[src/rtl/bcp_cmd_sequencer.sv]
// Command front-end for the BCP core: packs stream commands into the core's
// command registers, runs the clear/status handshake and queues status responses.
module bcp_cmd_sequencer #(
  parameter int FORMULA_MAX_VARIABLE  = 20,
  parameter int VARIABLE_ENCODING_LEN = $clog2(FORMULA_MAX_VARIABLE + 1),
  parameter int MAX_CLAUSE            = 91,
  parameter int CLAUSE_ID_LEN         = $clog2(MAX_CLAUSE),
  parameter int RSP_DEPTH             = 4,
  parameter int TIMEOUT_CYCLES        = 1024
) (
  input  logic                               clk_i,
  input  logic                               rst_i,
  input  logic                               cmd_valid_i,
  output logic                               cmd_ready_o,
  input  logic [1:0]                         cmd_op_i,
  input  logic [CLAUSE_ID_LEN-1:0]           cmd_clause_id_i,
  input  logic [3*VARIABLE_ENCODING_LEN-1:0] cmd_var_ids_i,
  input  logic [2:0]                         cmd_var_pols_i,
  output logic [31:0]                        core_reg0_o,
  output logic [31:0]                        core_reg1_o,
  output logic [31:0]                        core_reg2_o,
  output logic [31:0]                        core_reg3_o,
  input  logic                               core_clear_req_i,
  input  logic                               core_status_wr_i,
  input  logic [31:0]                        core_status_i,
  input  logic [VARIABLE_ENCODING_LEN:0]     core_impl_i,
  output logic                               rsp_valid_o,
  input  logic                               rsp_ready_i,
  output logic [2:0]                         rsp_code_o,
  output logic [VARIABLE_ENCODING_LEN:0]     rsp_impl_o,
  output logic                               rsp_last_o,
  output logic                               overflow_o,
  output logic                               busy_o
);

  localparam int VW    = VARIABLE_ENCODING_LEN;
  localparam int IW    = VW + 1;
  localparam int PTR_W = (RSP_DEPTH > 1) ? $clog2(RSP_DEPTH) : 1;
  localparam int CNT_W = $clog2(RSP_DEPTH + 1);
  localparam int TMR_W = $clog2(TIMEOUT_CYCLES + 1);

  typedef struct packed {
    logic [2:0]    code;
    logic [IW-1:0] impl;
    logic          last;
  } rsp_t;

  typedef enum logic [1:0] {
    S_IDLE,
    S_ISSUE,
    S_WAIT
  } state_t;

  state_t             state;
  logic [TMR_W-1:0]   timer;
  logic               pending;
  logic               prev_wr;
  logic [31:0]        prev_status;
  logic [IW-1:0]      prev_impl;

  rsp_t               fifo_mem [RSP_DEPTH];
  logic [PTR_W-1:0]   wr_ptr;
  logic [PTR_W-1:0]   rd_ptr;
  logic [CNT_W-1:0]   count;
  logic               overflow;

  logic [31:0]        pack0;
  logic [31:0]        pack1;
  logic [31:0]        pack2;
  logic [31:0]        pack3;
  logic               raw_event;
  logic               event_now;
  logic               is_term;
  logic               is_impl;
  logic               timeout_hit;
  logic               push;
  logic               pop;
  logic               do_write;
  rsp_t               push_data;
  rsp_t               head;

  always_comb begin
    pack0 = '0;
    pack1 = '0;
    pack2 = '0;
    pack3 = '0;
    pack0[1:0] = cmd_op_i;
    if (cmd_op_i == 2'b01) begin
      pack0[2 +: CLAUSE_ID_LEN] = cmd_clause_id_i;
    end
    pack1[0]       = cmd_var_pols_i[0];
    pack1[1 +: VW] = cmd_var_ids_i[0 +: VW];
    pack2[0]       = cmd_var_pols_i[1];
    pack2[1 +: VW] = cmd_var_ids_i[VW +: VW];
    pack3[0]       = cmd_var_pols_i[2];
    pack3[1 +: VW] = cmd_var_ids_i[2*VW +: VW];
  end

  // A status counts once per rising write flag or per change of the written
  // value; an event seen during ISSUE is remembered and served in WAIT.
  always_comb begin
    raw_event   = core_status_wr_i &&
                  (!prev_wr || (core_status_i != prev_status) || (core_impl_i != prev_impl));
    event_now   = (state == S_WAIT) && (raw_event || pending);
    is_term     = (core_status_i == 32'd1) || (core_status_i == 32'd4) ||
                  (core_status_i == 32'd5);
    is_impl     = (core_status_i == 32'd6);
    timeout_hit = (state != S_IDLE) && (timer == TMR_W'(TIMEOUT_CYCLES - 1));
    push        = 1'b0;
    push_data   = '0;
    if (event_now && is_term) begin
      push           = 1'b1;
      push_data.code = core_status_i[2:0];
      push_data.last = 1'b1;
    end else if (timeout_hit) begin
      push           = 1'b1;
      push_data.code = 3'd7;
      push_data.last = 1'b1;
    end else if (event_now && is_impl) begin
      push           = 1'b1;
      push_data.code = 3'd6;
      push_data.impl = core_impl_i;
    end
  end

  assign head        = fifo_mem[rd_ptr];
  assign rsp_valid_o = (count != '0);
  assign rsp_code_o  = rsp_valid_o ? head.code : 3'd0;
  assign rsp_impl_o  = rsp_valid_o ? head.impl : '0;
  assign rsp_last_o  = rsp_valid_o ? head.last : 1'b0;
  assign overflow_o  = overflow;
  assign pop         = rsp_valid_o && rsp_ready_i;
  assign do_write    = push && ((count < CNT_W'(RSP_DEPTH)) || pop);
  // Two free slots guarantee room for at least one implication plus the terminal.
  assign cmd_ready_o = (state == S_IDLE) && (count <= CNT_W'(RSP_DEPTH - 2));

  always_ff @(posedge clk_i) begin
    if (rst_i) begin
      state       <= S_IDLE;
      core_reg0_o <= '0;
      core_reg1_o <= '0;
      core_reg2_o <= '0;
      core_reg3_o <= '0;
      busy_o      <= 1'b0;
      timer       <= '0;
      pending     <= 1'b0;
      prev_wr     <= 1'b0;
      prev_status <= '0;
      prev_impl   <= '0;
    end else begin
      prev_wr     <= core_status_wr_i;
      prev_status <= core_status_i;
      prev_impl   <= core_impl_i;
      unique case (state)
        S_IDLE: begin
          if (cmd_valid_i && cmd_ready_o && (cmd_op_i != 2'b00)) begin
            core_reg0_o <= pack0;
            core_reg1_o <= pack1;
            core_reg2_o <= pack2;
            core_reg3_o <= pack3;
            busy_o      <= 1'b1;
            timer       <= '0;
            pending     <= 1'b0;
            state       <= S_ISSUE;
          end
        end
        S_ISSUE: begin
          timer <= timer + TMR_W'(1);
          if (timeout_hit) begin
            core_reg0_o[1:0] <= 2'b00;
            busy_o           <= 1'b0;
            state            <= S_IDLE;
          end else begin
            if (raw_event) begin
              pending <= 1'b1;
            end
            if (core_clear_req_i) begin
              core_reg0_o[1:0] <= 2'b00;
              state            <= S_WAIT;
            end
          end
        end
        S_WAIT: begin
          timer   <= timer + TMR_W'(1);
          pending <= 1'b0;
          if ((event_now && is_term) || timeout_hit) begin
            core_reg0_o[1:0] <= 2'b00;
            busy_o           <= 1'b0;
            state            <= S_IDLE;
          end
        end
        default: state <= S_IDLE;
      endcase
    end
  end

  always_ff @(posedge clk_i) begin
    if (rst_i) begin
      wr_ptr   <= '0;
      rd_ptr   <= '0;
      count    <= '0;
      overflow <= 1'b0;
    end else begin
      if (push && !do_write) begin
        overflow <= 1'b1;
      end
      if (do_write) begin
        fifo_mem[wr_ptr] <= push_data;
        wr_ptr           <= wr_ptr + PTR_W'(1);
      end
      if (pop) begin
        rd_ptr <= rd_ptr + PTR_W'(1);
      end
      case ({do_write, pop})
        2'b10:   count <= count + CNT_W'(1);
        2'b01:   count <= count - CNT_W'(1);
        default: count <= count;
      endcase
    end
  end

endmodule

[config.mk]
export PLATFORM = sky130hd
export DESIGN_NAME = bcp_cmd_sequencer
export DESIGN_NICKNAME = d
export VERILOG_FILES = /design/src/rtl/bcp_cmd_sequencer.sv
export SDC_FILE = /design/constraint.sdc
export NUM_CORES = 1
export LEC_CHECK = 0
export BUFFER_PORTS_ARGS = -buffer_cell sky130_fd_sc_hd__buf_2
export CORE_MARGIN = 1.5
export CORE_UTILIZATION = 50
export CTS_CLUSTER_SIZE = 40
export DETAILED_ROUTE_END_ITERATION = 8
export PLACE_DENSITY = 0.82
export SETUP_SLACK_MARGIN = 0.2
export SLEW_MARGIN = 20
export SYNTH_ARGS = -nofsm -noshare
export SYNTH_HDL_FRONTEND = slang
export SYNTH_SLANG_ARGS = --single-unit
export TNS_END_PERCENT = 5
[constraint.sdc]
create_clock -name clk_i -period 4.5 [get_ports clk_i]
set_input_delay 0.45 -clock clk_i [delete_from_list [all_inputs] [get_ports clk_i]]
set_output_delay 0.45 -clock clk_i [all_outputs]
set_load 0.01 [all_outputs]
==> results of run 1 <==
through the flow:
stage	hold slack (ns)	util, %	power (mW)
after floorplan	0.470	-	1.62
after global placement	0.435	54.3	1.68
after detailed placement	0.444	54.3	1.68
after CTS	0.258	58.9	3.02
after global routing	0.269	58.9	3.12
final	0.271	58.9	3.00
worst paths after layout:
kind                          start              to  slack, ns  cells after the start
setup / recovery       prev_impl[3]        count[2]       0.84                     13
hold / removal    cmd_var_ids_i[14]  core_reg3_o[5]       0.27                      3
setup reg to reg       prev_impl[3]        count[2]       0.84                     13
hold reg to reg      core_reg1_o[2]  core_reg1_o[2]       0.45                      2
layer usage:
metal,vias up,global-route usage (%),share of wire [%]
met1,2127,23.8,44
met5,-,0,0
met3,16,4.74,4.9
met4,0,8.03,1.7
met2,180,32.6,50
li1,2275,-,-
cells in the final DEF (no fill, tap or decap), drive strengths merged, types with 12 or more instances in the layout:
| cell type | n |
|---|---|
| a21oi | 33 |
| and2 | 19 |
| buf | 119 |
| clkbuf | 18 |
| conb | 101 |
| dfxtp | 91 |
| edfxtp | 40 |
| inv | 22 |
| nand2 | 49 |
| nand4 | 12 |
| nor2 | 45 |
| nor2b | 40 |
| nor4 | 16 |
| xor2 | 35 |
worst max-delay path: cells and delay by family (launching register included):
kind	cells	cell delay [ns]
buf+inv	1	0.06
fa+ha+maj	2	0.55
compound gates	4	1.17
xor+xnor	1	0.16
flops	1	0.34
simple gates	5	1.32
registers in the layout (all words and copies together), names as in the netlist, 2 cells and up, named ones only:
signal / cells
prev_status: 32
core_reg2_o: 6
fifo_mem: 40
rd_ptr: 2
prev_impl: 6
core_reg0_o: 9
wr_ptr: 2
core_reg3_o: 6
timer: 11
state: 2
count: 3
core_reg1_o: 6
layout make-up:
class                           instances  area (µm²)  share of cell area, %
Sequential cell                       131        3020                   40.5
Multi-Input combinational cell        477        2960                   39.6
Timing Repair Buffer                  119         616                   8.26
Clock buffer                           18         429                   5.76
Tap cell                              172         215                   2.89
Clock inverter                         14         151                   2.03
Inverter                               18        67.6                  0.906
cell families (layout without fill, tap and decap cells):
group / after synthesis / after routing / synth area share [%]
adder cells (fa/ha/maj): 11 / 11 / 2.24
XOR/XNOR: 40 / 40 / 5.39
buffers and inverters: 141 / 169 / 14.1
multiplexers: 14 / 14 / 4.10
AND/OR/NAND/NOR: 230 / 230 / 18.9
flip-flops: 131 / 131 / 46.6
other: 1 / 101 / 0.0577
AO/OA/AOI/OAI: 81 / 81 / 8.69
power by group:
part	total, mW	internal [mW]	switching [mW]
registers	1.29	1.26	0.0278
clock network	1.33	0.819	0.514
logic	0.376	0.138	0.239
total	3.00	2.22	0.781
==> metrics.md, run 1 <==
| Metric | Value |
|---|---|
| Status | completed |
| Initial DRC Count | 216 |
| Post-synth EDFFs | 40 |
| Setup TNS | 0 ns |
| Post-Route WL | 12500 µm |
| RSZ-0062 raised after global routing | no |
| Initial Utilization | 51.2% |
| Longest Clk Path Bufs | 2 |
| Post-CTS Resized | 0 |
| Ports | 213 |
| Cell taking the most area after synthesis | dfxtp_1 |
| Final net count | between 800 and 900 |
| Setup violators final | 0 |
| DRC Markers | 0 |
| RePlAce Congestion | 0.831 |
| P_leak | 3.20 nW |
| Mapped Area | 0.00649 mm² |
| GRT Total Usage | 19.3% |
| Fin. max-slew vios | 0 |
| Setup bufs post-CTS | 0 |
| CP cell instances | nor2b_1, a2111oi_0, nand4_1, or4_4, a21o_4, a31oi_2, or2_1, ha_1, inv_1, fa_1, xor2_1, or3_1, a21oi_1 |
| Pwr Density | 402 mW/mm² |
| Slowest cell delay on critical path | 0.54 ns |
| # fillers | between 1k and 1.5k |
| Asr flop ratio synth | 0% |
| Main area contributors after synthesis | dfxtp_1, edfxtp_1, buf_4, xor2_1, nor2b_1 |
| Synthesis-to-finish area growth | 14.8% |
| Finished Cell Area | 0.00746 mm² |
| Core Region | 0.0127 mm² |
| Hold Crit Class | input port to flop |
| Top cells by count, synth | buf_4, dfxtp_1, nand2_1 |
| Peak supply drop | about 260 µV |
| Overflow after GRT | 0 |
| Largest net degree at the start of global routing | 55 |
| DR WL/cell | between 10 and 15 µm |
| First-pass GRT wire length | 20100 µm |
| Slowest-stage cell, CP | or4_4 |
| Synth unique cells | 61 |
| Startpoint Class | flop |
| Final Hold Fails | 0 |
| Cells after Synth | 649 |
| Via count | between 4k and 5k |
| Period utilization | roughly 81% |
| Ant diodes | 0 |
| Cells after DPL | 917 |
| Max Clock Skew | 0.0144 ns |
| Iteration count of the initial detailed-routing pass | 4 |
| Non-filler instance count after layout | 949 |
| Post-route antenna net violation count | 0 |
| Share of cells above drive strength 1 | 22.3% |
| Main flop type after synthesis | dfxtp_1 |
| Clock Latency Late Sink | 0.42 ns |
| Max-slew headroom | 32.7% |
| # hold bufs at CTS | 0 |
| Fin crit period | 3.66 ns |
| Clock sink count | 131 |
| Yosys reg bits | 131 |
| Count leader, synth | buf_4 |
| Register area share after synthesis | 46.6% |
| Arrival @ worst endpoint | around 4 ns |
| PortBufs | 111 |
| WS Path Type | flop to flop |
| Synth Warn # | 0 |
| Placed Area | 0.00688 mm² |
| Full die area | 0.0137 mm² |
| Max frequency | 0.273 GHz |
| CTS tree | built |
| Worst setup EP type | flop |
| Std cell rows | 41 |
| Max cap viols | 0 |
| Die height | 117 µm |
| Number of global-route vias before repair | 4271 |
| Final worst slack | 0.840 ns |
| Critical path required time | just under 5 ns |
| H-Tree Level Count | 4 |
| Max Fanout on Critical Path | 7 |
| Inserted Clock Buffers | 17 |
| Area share of the largest cell type after synthesis | 28.1% |
| Place WS | 0.599 ns |
| Actual slew at the worst max-slew pin | 1.01 ns |
| Reg clk slew, reported paths | approximately 0.06 ns |
| Die width | 117 µm |
| CTS Root Cell | clkbuf_16 |
| Syn avg cell area | 10.0 µm² |
| Dpl hpwl | around 9000 µm |
| DR vias/cell | 4.85 |
| Antenna violations before repair | 0 |
No activity file was read; power rests on OpenSTA's default activity.
==> inputs of run 2 (changes only) <==
--- a/config.mk
+++ b/config.mk
@@ -5,12 +5,13 @@
 export SDC_FILE = /design/constraint.sdc
 export NUM_CORES = 1
 export LEC_CHECK = 0
+export ABC_AREA = 1
 export BUFFER_PORTS_ARGS = -buffer_cell sky130_fd_sc_hd__buf_2
 export CORE_MARGIN = 1.5
-export CORE_UTILIZATION = 50
+export CORE_UTILIZATION = 47
 export CTS_CLUSTER_SIZE = 40
 export DETAILED_ROUTE_END_ITERATION = 8
-export PLACE_DENSITY = 0.82
+export PLACE_DENSITY = 0.81
 export SETUP_SLACK_MARGIN = 0.2
 export SLEW_MARGIN = 20
 export SYNTH_ARGS = -nofsm -noshare
==> constraint.sdc (replaced) <==
create_clock -name clk_i -period 3 [get_ports clk_i]
set_input_delay 0.3 -clock clk_i [delete_from_list [all_inputs] [get_ports clk_i]]
set_output_delay 0.3 -clock clk_i [all_outputs]
set_load 0.01 [all_outputs]
==> run 2 against run 1 <==
Net effect: sequential power is 55% higher; final cell count rose by 22%; wire length is 6.0% higher; count of clock-buffer cells in the layout down 1; via count up 14%; critical endpoint unchanged; design area up 3.8%; total power is 66% higher; synthesized cell count up 30%; sequential cell count unchanged.
==> metrics.md, run 2 <==
| Metric | Value |
|---|---|
| Area share of fa/ha/maj cells after synthesis | approximately 2.2% |
| Setup TNS | 0 ns |
| Startpoint Class | flop |
| Pwr Density | 644 mW/mm² |
| Max cap viols | 0 |
| Number of global-route vias before repair | 4618 |
| Worst setup EP type | flop |
| Regs by FF count | fifo_mem x40, prev_status x32, timer x11 |
| Initial DRC Count | 229 |
| Buf/Inv on CP | 2 |
| Power consumption | 4.99 mW |
| WS Path Type | flop to flop |
| Fin. max-slew vios | 0 |
| Die width | 122 µm |
| Cells after Synth | 841 |
| Worst-case reg-to-reg path depth | 19 |
| Post-synthesis xor/xnor area fraction | less than 1% |
| Fin crit period | 2.54 ns |
| Met2 Routed Length | 6770 µm |
| Max-slew headroom | 51.5% |
| Clock sink count | around 130 |
| Commonest cells after routing, fill and taps aside | nor2_1, nand2_1, buf_2 |
| Main flop type after synthesis | dfxtp_1 |
| Met1 wire length | around 5600 µm |
| Std cell rows | 43 |
| # hold bufs at CTS | 0 |
| Max reg flops | 40 |
| Clock Latency Late Sink | 0.42 ns |
| Slowest cell delay on critical path | 0.34 ns |
| Arrival @ worst endpoint | between 2 and 3 ns |
| Actual slew at the worst max-slew pin | 0.724 ns |
| Register area share after synthesis | 45.2% |
| Full die area | 0.0150 mm² |
| GRT Total Usage | 18.0% |
| PortBufs | around 110 |
| Post-Synth Simple-Gate Area | about a quarter |
| Critical path required time | approximately 3.3 ns |
| Most common cell after layout, fill and taps aside | nor2_1 |
| Mux contribution to synthesized area | 0% |
| Largest family of logic cells by synthesized area | simple AND/OR/NAND/NOR gates |
| Worst path top cell family by delay | simple AND/OR/NAND/NOR gates |
| Top layer in use | met4 |
| Cell taking the most area after synthesis | dfxtp_1 |
| Ports | around 210 |
| DR vias/cell | 4.52 |
| H-Tree Level Count | 4 |
| Synth unique cells | 43 |
| Ant diodes | 0 |
| Inserted Clock Buffers | 17 |
| Setup violators final | 0 |
| Max Clock Skew | 0.00877 ns |
| Synth Area in Compound Gates | 9.00% |
| Slowest-stage cell, CP | fa_2 |
| DR WL/cell | 11.5 µm |
| Via count | between 5k and 6k |
| Area share of the largest cell type after synthesis | around 27% |
| CTS Root Cell | clkbuf_16 |
| CP cell instances | inv_1, nand2_1, o21ai_0, nor2_1, nand2_1, nor2_1, nand3_1, o21bai_2, nand2_2, nand3_4, nand3_4, nand2_2, ha_1, inv_1, fa_2, a21oi_1, o21ai_1, o21ai_1, a21oi_1 |
| Initial Utilization | 48.2% |
| Max frequency | 0.393 GHz |
| CTS tree | built |
| Final Util | 55.8% |
| Count leader, synth | nor2_1 |
| Critical path origin | prev_status[12] |
| Synthesis-to-finish area growth | 15.7% |
| Mapped Area | about 0.0067 mm² |
| RePlAce Congestion | 0.855 |
| Die height | 122 µm |
| # fillers | 1276 |
| Met3 Wirelength | ~620 µm |
| Reg-to-reg startpoint | prev_status[12] |
| Asr flop ratio synth | 0% |
| Longest Clk Path Bufs | 2 |
| Largest net degree at the start of global routing | 51 |
| Synth Warn # | 0 |
| Antenna violations before repair | 0 |
| Share of cells above drive strength 1 | 21.2% |
| Hold Worst Slack | approximately 0.12 ns |
| Post-synth EDFFs | 40 |
| Status | completed |
| WP depth | 19 |
| Yosys reg bits | roughly 130 |
| Peak supply drop | 293 µV |
| Most flop-heavy register | fifo_mem |
| P_leak | 3.70 nW |
| Overflow after GRT | 0 |
| Top cells by count, synth | nor2_1, nand2_1, buf_4 |
| Max Fanout on Critical Path | 5 |
| DRC Markers | 0 |
| Main area contributors after synthesis | dfxtp_1, edfxtp_1, buf_4, nor2_1, nand2_1 |
| Reg clk slew, reported paths | 0.06 ns |
| Syn avg cell area | 7.96 µm² |
| Final Hold Fails | 0 |
| First-pass GRT wire length | approximately 21000 µm |
| Period utilization | between 80 and 90% |
| Iteration count of the initial detailed-routing pass | 4 |
| Core Region | 0.0139 mm² |
| Final net count | 1046 |
| Hold Crit Class | input port to flop |
| Dpl hpwl | a little under 10000 µm |
| RSZ-0062 raised after global routing | no |
| Hold Crit Start | core_status_wr_i |
| Hold Path Stages | 3 |
| Post-route antenna net violation count | 0 |
| Post-Route WL | ~13000 µm |
run 2: cell count changes in the layout (fill, tap and decap cells not counted), moves of 12 or more:
| cell | before | now |
|---|---|---|
| nor2_1 | 45 | 158 |
| inv_1 | 18 | 92 |
| nand2_1 | 49 | 120 |
| o21ai_0 | 5 | 59 |
| nor2b_1 | 40 | 0 |
| xor2_1 | 35 | 6 |
| and2_1 | 19 | 0 |
| inv_2 | 0 | 15 |
| nor4_1 | 16 | 4 |
run 2: area by class of cell:
type | instances | area (µm²) | area share [%]
clock inverters | 15 | 194 | 2.50
clock buffers | 17 | 425 | 5.49
flip-flops and latches | 131 | 3020 | 39.1
repair buffers | 125 | 661 | 8.53
well taps | 180 | 225 | 2.91
inverters | 108 | 405 | 5.24
multi-input cells | 581 | 2810 | 36.3
run 2: cells by family after synthesis:
kind of cell               after synthesis
AOI/OAI and AO/OA                      110
adders and majority gates               11
and+or+nand+nor                        353
xor gates and xnor gates                 6
buffers and inverters                  229
DFF                                    131
other                                    1
run 2: report_power, final:
part	internal [mW]	leakage (nW)	switching (mW)	total [mW]
Combinational	0.287	2.26	0.561	0.849
Sequential	1.94	1.14	0.0657	2.00
Clock	1.33	0.301	0.806	2.14
Total	3.55	3.70	1.43	4.99
run 2: worst paths after layout:
check	to	slack [ns]
worst max register to register	count[2]	0.46
worst max-delay path	count[2]	0.46
worst min register to register	core_reg0_o[8]	0.46
worst min-delay path	prev_wr	0.12
run 2: worst register-to-register path, cell delays in order, from the launching register on:
cell	delay, ns
dfxtp_1	0.33
inv_1	0.04
nand2_1	0.04
o21ai_0	0.07
nor2_1	0.10
nand2_1	0.08
nor2_1	0.11
nand3_1	0.09
o21bai_2	0.20
nand2_2	0.13
nand3_4	0.10
nand3_4	0.10
nand2_2	0.07
ha_1	0.13
inv_1	0.06
fa_2	0.34
a21oi_1	0.14
o21ai_1	0.10
o21ai_1	0.13
a21oi_1	0.06
run 2: through the flow:
step / setup slack (ns) / std cells / instance area [µm²]
after floorplan: 0.631 / 941 / 7070
after global placement: 0.252 / 1120 / 7080
after detailed placement: 0.201 / 1120 / 7080
after CTS: 0.337 / 1152 / 7700
after global routing: 0.222 / 1157 / 7740
final: 0.457 / 1157 / 7740
run 2: layer usage:
metal / track usage, % / up-vias
li1: - / 2713
met1: 20.8 / 2350
met2: 31.3 / 150
met3: 5.07 / 20
met4: 7.49 / 0
met5: 0 / -
run 2: what timing repair did:
item	CTS	global route
buffers inserted	0	5
resized for setup	0	6
endpoints found under the setup margin	0	1
==> inputs of run 3 (changes only) <==
--- a/config.mk
+++ b/config.mk
@@ -8,10 +8,10 @@
 export ABC_AREA = 1
 export BUFFER_PORTS_ARGS = -buffer_cell sky130_fd_sc_hd__buf_2
 export CORE_MARGIN = 1.5
-export CORE_UTILIZATION = 47
+export CORE_UTILIZATION = 50
 export CTS_CLUSTER_SIZE = 40
 export DETAILED_ROUTE_END_ITERATION = 8
-export PLACE_DENSITY = 0.81
+export PLACE_DENSITY = 0.82
 export SETUP_SLACK_MARGIN = 0.2
 export SLEW_MARGIN = 20
 export SYNTH_ARGS = -nofsm -noshare
==> constraint.sdc (replaced) <==
create_clock -name clk_i -period 2.49 [get_ports clk_i]
set_input_delay 0.249 -clock clk_i [delete_from_list [all_inputs] [get_ports clk_i]]
set_output_delay 0.249 -clock clk_i [all_outputs]
set_load 0.01 [all_outputs]
==> run 3 against run 2 <==
Net effect: die area shrank 5.8%; critical path type unchanged; design area grew 0.87%; count of clock-buffer cells in the layout grew 1; sequential cell count is the same; combinational power grew 24%; sequential share of layout area shrank 0.16 points; first-iteration DRC count grew 16%; largest cell class unchanged; non-clock buffer count grew 8.
==> metrics.md, run 3 (synthesis gave the netlist of run 2 again) <==
| Metric | Value |
|---|---|
| Status | completed |
| Largest net degree at the start of global routing | 51 |
| Post-Route WL | 13300 µm |
| Antenna violations before repair | 1 |
| Max Clock Skew | 0.00668 ns |
| Share of cells above drive strength 1 | 23.8% |
| Reg clk slew, reported paths | about 0.060 ns |
| Final net count | between 1k and 1.5k |
| Final Hold Fails | 0 |
| Ports | approximately 210 |
| # fillers | roughly 1.2k |
| Max cap viols | 0 |
| Critical path required time | ~2.8 ns |
| # hold bufs at CTS | 0 |
| Slowest cell delay on critical path | 0.35 ns |
| Slowest-stage cell, CP | fa_2 |
| Worst path top cell family by delay | simple AND/OR/NAND/NOR gates |
| Actual slew at the worst max-slew pin | 0.536 ns |
| Pwr Density | 743 mW/mm² |
| Reg-to-reg startpoint | prev_status[30] |
| WS Path Type | flop to flop |
| P_leak | 3.73 nW |
| DR WL/cell | 11.4 µm |
| Place WS | -0.000757 ns |
| Regs by FF count | fifo_mem x40, prev_status x32, timer x11 |
| Iteration count of the initial detailed-routing pass | 7 |
| DR vias/cell | 4.56 |
| Power consumption | between 5 and 6 mW |
| Number of global-route vias before repair | 4780 |
| Fin. max-slew vios | 0 |
| CTS tree | built |
| Dpl hpwl | 9690 µm |
| RSZ-0062 raised after global routing | yes |
| Worst-case reg-to-reg path depth | 19 |
| R2R Path End | count[2] |
| First-pass GRT wire length | ~22000 µm |
| Hold Path Stages | 3 |
| Peak supply drop | 441 µV |
| Max-slew headroom | between 60% and 70% |
| Fin crit period | 2.40 ns |
| Synthesis-to-finish area growth | 16.7% |
| Inserted Clock Buffers | 17 |
| Full die area | 0.0141 mm² |
| Final worst slack | ~0.093 ns |
| WHS Endpoint | prev_wr |
| Via count | between 5k and 6k |
| Startpoint Class | flop |
| Critical path origin | prev_status[30] |
| CP cell instances | inv_2, nand2_2, nand2_1, nor2_1, nand2_1, nor2_1, nand3_1, o21bai_2, nand2_2, nand3_4, nand3_4, nand2_4, ha_4, inv_2, fa_2, a21oi_2, o21ai_1, o21ai_1, a21oi_1 |
| Die height | 119 µm |
| Worst R2R Setup Slack | 0.09 ns |
| Most flop-heavy register | fifo_mem |
| Std cell rows | 42 |
| Setup TNS | 0 ns |
| Buf/Inv on CP | 2 |
| Most common cell after layout, fill and taps aside | nor2_1 |
| Initial Utilization | 50.9% |
| Longest Clk Path Bufs | 2 |
| Initial DRC Count | 266 |
| Commonest cells after routing, fill and taps aside | nor2_1, nand2_1, buf_2 |
| Max reg flops | 40 |
| Hold Crit Start | core_status_wr_i |
| Overflow after GRT | 0 |
| Arrival @ worst endpoint | 2.69 ns |
| Setup violators final | 0 |
| Max frequency | 0.417 GHz |
| Core Region | approximately 0.013 mm² |
| PortBufs | 111 |
| CTS Root Cell | clkbuf_16 |
| H-Tree Level Count | 4 |
| Clock sink count | 131 |
| Placed Area | 0.00716 mm² |
| GRT Total Usage | between 10% and 20% |
| Finished Cell Area | 0.00781 mm² |
| Die width | 119 µm |
| Clock Latency Late Sink | 0.41 ns |
| Max Fanout on Critical Path | 3 |
| Period utilization | 96.3% |
| DRC Markers | 0 |
| Hold Crit Class | input port to flop |
| Worst setup EP type | flop |
| RePlAce Congestion | 0.843 |
| Post-route antenna net violation count | 0 |
run 3: final cells by class:
cell class                      instances  area, µm²  area share (%)
Antenna cell                            1       2.50          0.0320
Clock buffer                           18        429            5.50
Clock inverter                         14        130            1.67
Inverter                              108        409            5.24
Multi-Input combinational cell        581       2860            36.6
Sequential cell                       131       3040            38.9
Tap cell                              176        220            2.82
Timing Repair Buffer                  133        721            9.23
run 3: how the worst max path moves through the flow:
| stage | slack [ns] | to | cells past startpoint |
|---|---|---|---|
| floorplan | 0.20 | count[1] | 18 |
| global placement | 0.01 | count[1] | 19 |
| detailed placement | -0.0008 | count[1] | 19 |
| CTS | 0.05 | count[2] | 17 |
| global route | -0.11 | count[2] | 19 |
| finish | 0.09 | count[2] | 19 |
run 3: timing repair:
action	4_1_cts	5_1_grt
pin swaps	2	11
endpoints found under the setup margin	4	80
gates resized for setup	2	27
cloned	0	0
setup buffers	0	1
run 3: through the flow:
step                      instances  util [%]  hold WS (ns)
final                          1162      59.4        0.0760
after global routing           1162      59.4        0.0748
after CTS                      1160      58.8        0.0700
after detailed placement       1128      54.5         0.456
after global placement         1128      54.5         0.450
after floorplan                 941         -         0.356
run 3: routing by layer:
metal	routed length (µm)	global-route usage, %	vias up
met5	0	0	-
met3	670	4.25	28
met1	5650	23.2	2346
li1	-	-	2725
met2	6660	33.2	195
met4	281	7.91	0
run 3: worst reg2reg max path: stages (launching register included):
cell,delay (ns)
dfxtp_2,0.33
inv_2,0.03
nand2_2,0.04
nand2_1,0.05
nor2_1,0.10
nand2_1,0.07
nor2_1,0.11
nand3_1,0.09
o21bai_2,0.18
nand2_2,0.13
nand3_4,0.09
nand3_4,0.09
nand2_4,0.07
ha_4,0.12
inv_2,0.04
fa_2,0.35
a21oi_2,0.13
o21ai_1,0.09
o21ai_1,0.12
a21oi_1,0.05
run 3: report_power, final:
part           total [mW]  internal, mW  switching (mW)  leakage (nW)
logic                1.05         0.360           0.688          2.32
registers            2.42          2.34          0.0793          1.14
clock network        2.34          1.38           0.952         0.268
